<file path="src/rtl/display_scan_ctrl.sv">
// display_scan_ctrl: 4-digit multiplexed BCD display scanner with frame-aligned updates.
// Define DISPLAY_LZB_EN to blank leading zeros while showing a value.
module display_scan_ctrl #(
  parameter int SCAN_DIV = 1000
) (
  input  logic        clk,
  input  logic        rst_n,
  input  logic        load,
  input  logic [15:0] value_bcd,
  input  logic        err,
  input  logic        clr,
  output logic [3:0]  bcd_out,
  output logic [3:0]  digit_en,
  output logic        upd_ack
);
  typedef enum logic [1:0] {BLANK, SHOW, ERROR} state_t;
  localparam logic [15:0] TC = 16'(SCAN_DIV - 1);
  state_t state, state_n;
  logic [15:0] cnt, pend_val, disp, disp_n;
  logic [1:0] ptr, ptr_n;
  logic pend_show, pend_err, pend_show_n, pend_err_n, tc, fb, ack_n, lz;
  logic [3:0] nib, sh, er, bcd_n, en_n;
  always_comb begin
    tc = cnt == TC;
    fb = tc && ptr == 2'd0;
    ptr_n = tc ? ptr - 2'd1 : ptr;
    state_n = clr ? BLANK : (fb && pend_err) ? ERROR : (fb && pend_show) ? SHOW : state;
    disp_n = (!clr && fb && !pend_err && pend_show) ? pend_val : disp;
    ack_n = !clr && fb && (pend_err || pend_show);
    // A request arriving on a boundary only sets its flag, so it commits one frame later.
    pend_err_n = clr ? 1'b0 : err ? 1'b1 : fb ? 1'b0 : pend_err;
    pend_show_n = (clr || err) ? 1'b0 : load ? 1'b1 : (fb && !pend_err) ? 1'b0 : pend_show;
    nib = disp_n[{ptr_n, 2'b00} +: 4];
`ifdef DISPLAY_LZB_EN
    lz = (ptr_n == 2'd3 && disp_n[15:12] == 4'd0) || (ptr_n == 2'd2 && disp_n[15:8] == 8'd0)
      || (ptr_n == 2'd1 && disp_n[15:4] == 12'd0);
`else
    lz = 1'b0;
`endif
    sh = (lz || nib > 4'd9) ? 4'hF : nib;
    er = ptr_n == 2'd3 ? 4'hA : ptr_n == 2'd0 ? 4'hF : 4'hB;
    bcd_n = state_n == SHOW ? sh : state_n == ERROR ? er : 4'hF;
    en_n = state_n == BLANK ? 4'b0000 : 4'b0001 << ptr_n;
  end
  always_ff @(posedge clk or negedge rst_n) begin
    if (!rst_n) begin
      state <= BLANK;
      cnt <= '0;
      ptr <= 2'd3;
      pend_show <= 1'b0;
      pend_err <= 1'b0;
      pend_val <= '0;
      disp <= '0;
      bcd_out <= 4'hF;
      digit_en <= 4'b0000;
      upd_ack <= 1'b0;
    end else begin
      state <= state_n;
      cnt <= tc ? 16'd0 : cnt + 16'd1;
      ptr <= ptr_n;
      pend_show <= pend_show_n;
      pend_err <= pend_err_n;
      if (load && !clr && !err) pend_val <= value_bcd;
      disp <= disp_n;
      bcd_out <= bcd_n;
      digit_en <= en_n;
      upd_ack <= ack_n;
    end
  end
endmodule
</file>
<file path="config.mk">
export PLATFORM = sky130hd
export DESIGN_NAME = display_scan_ctrl
export DESIGN_NICKNAME = d
export VERILOG_FILES = /design/src/rtl/display_scan_ctrl.sv
export SDC_FILE = /design/constraint.sdc
export NUM_CORES = 1
export LEC_CHECK = 0
export CORE_ASPECT_RATIO = 1.4
export CORE_MARGIN = 4
export CORE_UTILIZATION = 25
export CTS_BUF_LIST = sky130_fd_sc_hd__clkbuf_16
export DETAILED_ROUTE_END_ITERATION = 8
export SYNTH_ARGS = -nofsm -noshare
export SYNTH_HDL_FRONTEND = slang
export SYNTH_SLANG_ARGS = --single-unit
</file>
<file path="constraint.sdc">
create_clock -name clk -period 2.5 [get_ports clk]
set_clock_uncertainty 0.05 [all_clocks]
set_input_delay 0.5 -clock clk [delete_from_list [all_inputs] [get_ports clk]]
set_output_delay 0.5 -clock clk [all_outputs]
set_load 0.01 [all_outputs]
</file>
==> flow_summary.ini <==
[status]
status = complete, but fails checks
violations = setup timing

[clock_network]
cts_tree = done
clk_latency_ns = 0.33
cts_buffers = 9
clk_pin_slew_ns = 0.06
clock-sinks = 63
holdBufCountCts = 0
h-tree-depth = 3
clockRootBuffer = clkbuf_16
max-clock-path-buffers = 2

[timing]
finalSetupViolCount = 3
period_share_pct = 106.4
max_slew.worst_pin.slew_ns = 0.7247
layout_min_cycle_time_ns = 2.661
setup_slack_ns = -0.1610
rsz0062_at_grt = true
slew-limit-headroom_pct = 51.69
timing.hold.ws_ns = 0.1794
report.final.slew_viol_count = 0
timing.setup.tns_ns = -0.3742
max_freq_ghz = 0.3758
hold_violations = 0

[synthesis]
seq_area_frac_synth_pct = 56.09
yosys-top-cells-count = dfrtp_1 (57), nand2_1 (44), mux2_2 (24)
synthCells = 256
synth_area_leader_cell = dfrtp_1
synth_cell_types = 46
synth_area_sq_um = 2824
synthFlopType = dfrtp_1
synth_top_area_share_pct = 50.51
synth-seq-cells = 63
yosys_warnings = 0
synth_edf_count = 0
syn_avg_cell_area_sq_um = 11.03
ys_async_sr_fraction_pct = 100.0
synthTopCellsByArea = dfrtp_1 (51%), mux2_2 (9.6%), nand2_1 (5.8%)
synth_most_common_cell = dfrtp_1
synth_fp_nets = 279

[detailed_routing]
vias = 2117
drtPass1Iterations = 4
drtIter0Drc = 120
drt_wl_total_microns = 6050
antenna_left = 0
vias_per_cell = 4.447
drc = 0
wl_per_cell_microns = 12.71

[job]
cap_violations = 0

[die]
core-area_sq_um = 10920
io_pins = 30
die-area_sq_um = 13080
start_util_pct = 25.85
die_height_microns = 133.8
rows = 45
die_x_microns = 97.83

[hold_path]
hold_class = primary input to asynchronous set/reset pin

[worst_setup_path]
criticalPathCategory = flop to flop
reg2reg_depth = 7
endpoint_kind = flop
cp_max_fo = 6
critPathLaunchType = flop
cp.required_ns = 2.73
crit_arrival_ns = 2.89

[grt]
grt_usage_pct = 10.08
grt_pass1_vias = 2252
grt_overflow = 0
grt_antenna_before_repair = 0
grt_pass1_wl_microns = 10450
grt_max_degree = 35

[power_and_ir_drop]
leakage_nw = 1.728
vdd_drop_max_v = 0.0002295
power.density_nw_per_um2 = 616.9

[placed_design]
portBuffers = 29
dp_slack_ns = -0.1641
hpwl_microns = 4577
routabilityCongestion = 0.8809

[layout]
area_delta_synth_final_pct = 39.57
antenna_cells = 0
drive_gt1_share_pct = 33.13
nets = 353
-- flip-flops by register name, summed over array words and instances (netlist names) --
signal / cells
state: 2
upd_ack: 1
digit_en: 4
bcd_out: 4
pend_err: 1
pend_val: 16
disp: 16
ptr: 2
pend_show: 1
cnt: 16
-- critical path, stage by stage (launching register included) --
cell	delay, ns
dfrtp_1	0.38
or4_4	0.58
or4_4	0.61
o21ai_4	0.29
mux2i_1	0.13
mux2_4	0.31
a21boi_2	0.13
o22a_1	0.13
-- power by group --
group / switching (mW) / internal, mW / total (mW)
clock network: 0.444 / 0.761 / 1.20
logic: 0.0474 / 0.0754 / 0.123
registers: 0.0314 / 1.07 / 1.10
-- what timing repair did --
action	CTS	global route
gates resized for setup	4	11
pin swaps	2	6
endpoints found under the setup margin	3	4
hold endpoints to repair	0	0
buffers inserted	0	1
-- layer usage --
layer / vias up / wire [microns] / track usage, %
met5: - / 0 / 0
met4: 0 / 197 / 6.159
met3: 13 / 316 / 3.457
met2: 43 / 2889 / 16.14
met1: 1017 / 2648 / 11.50
li1: 1044 / - / -
-- kinds of logic after synthesis --
| kind of cell | synth area share [%] |
|---|---|
| XOR/XNOR | 4.342 |
| adder cells (fa/ha/maj) | 0.8860 |
| flip-flops | 56.09 |
| buffers and inverters | 2.171 |
| AO/OA/AOI/OAI | 7.267 |
| multiplexers | 11.34 |
| AND/OR/NAND/NOR | 17.90 |
-- cell type report --
cell class / instances / area (sq um)
fillers: 1085 / 6982
flip-flops and latches: 63 / 1584
multi-input cells: 180 / 1251
repair buffers: 71 / 620.6
clock buffers: 9 / 225.2
well taps: 141 / 176.4
clock inverters: 7 / 65.06
inverters: 5 / 18.77
-- path summary, 6_finish.rpt --
kind | startpoint | slack, ns | endpoint
worst max register to register | cnt[11] | -0.16 | bcd_out[0]
worst min-delay path | rst_n | 0.18 | disp[14]
max in group asynchronous | rst_n | 1.53 | bcd_out[2]
min in group clk | disp[12] | 0.41 | disp[12]
worst max-delay path | cnt[11] | -0.16 | bcd_out[0]
worst min register to register | disp[12] | 0.41 | disp[12]
-- stage by stage --
stage	cells	utilization (%)	power, mW	instance area (sq um)
global placement	459	32.88	1.243	3591
finish	476	36.08	2.431	3941
detailed placement	459	32.88	1.248	3591
floorplan	256	-	1.168	2846
global route	476	36.08	2.527	3941
CTS	475	35.64	2.458	3892
-- placed cells by master, fill, tap and decap left out, types with 7 or more instances in the layout --
master	n
nand2_1	43
clkbuf_16	9
clkdlybuf4s50_1	28
dfrtp_1	57
nor3_1	7
buf_4	39
mux2_2	23
nor2_1	15
nand3_1	7
xor2_1	8
(Power assumes the default switching activity.)
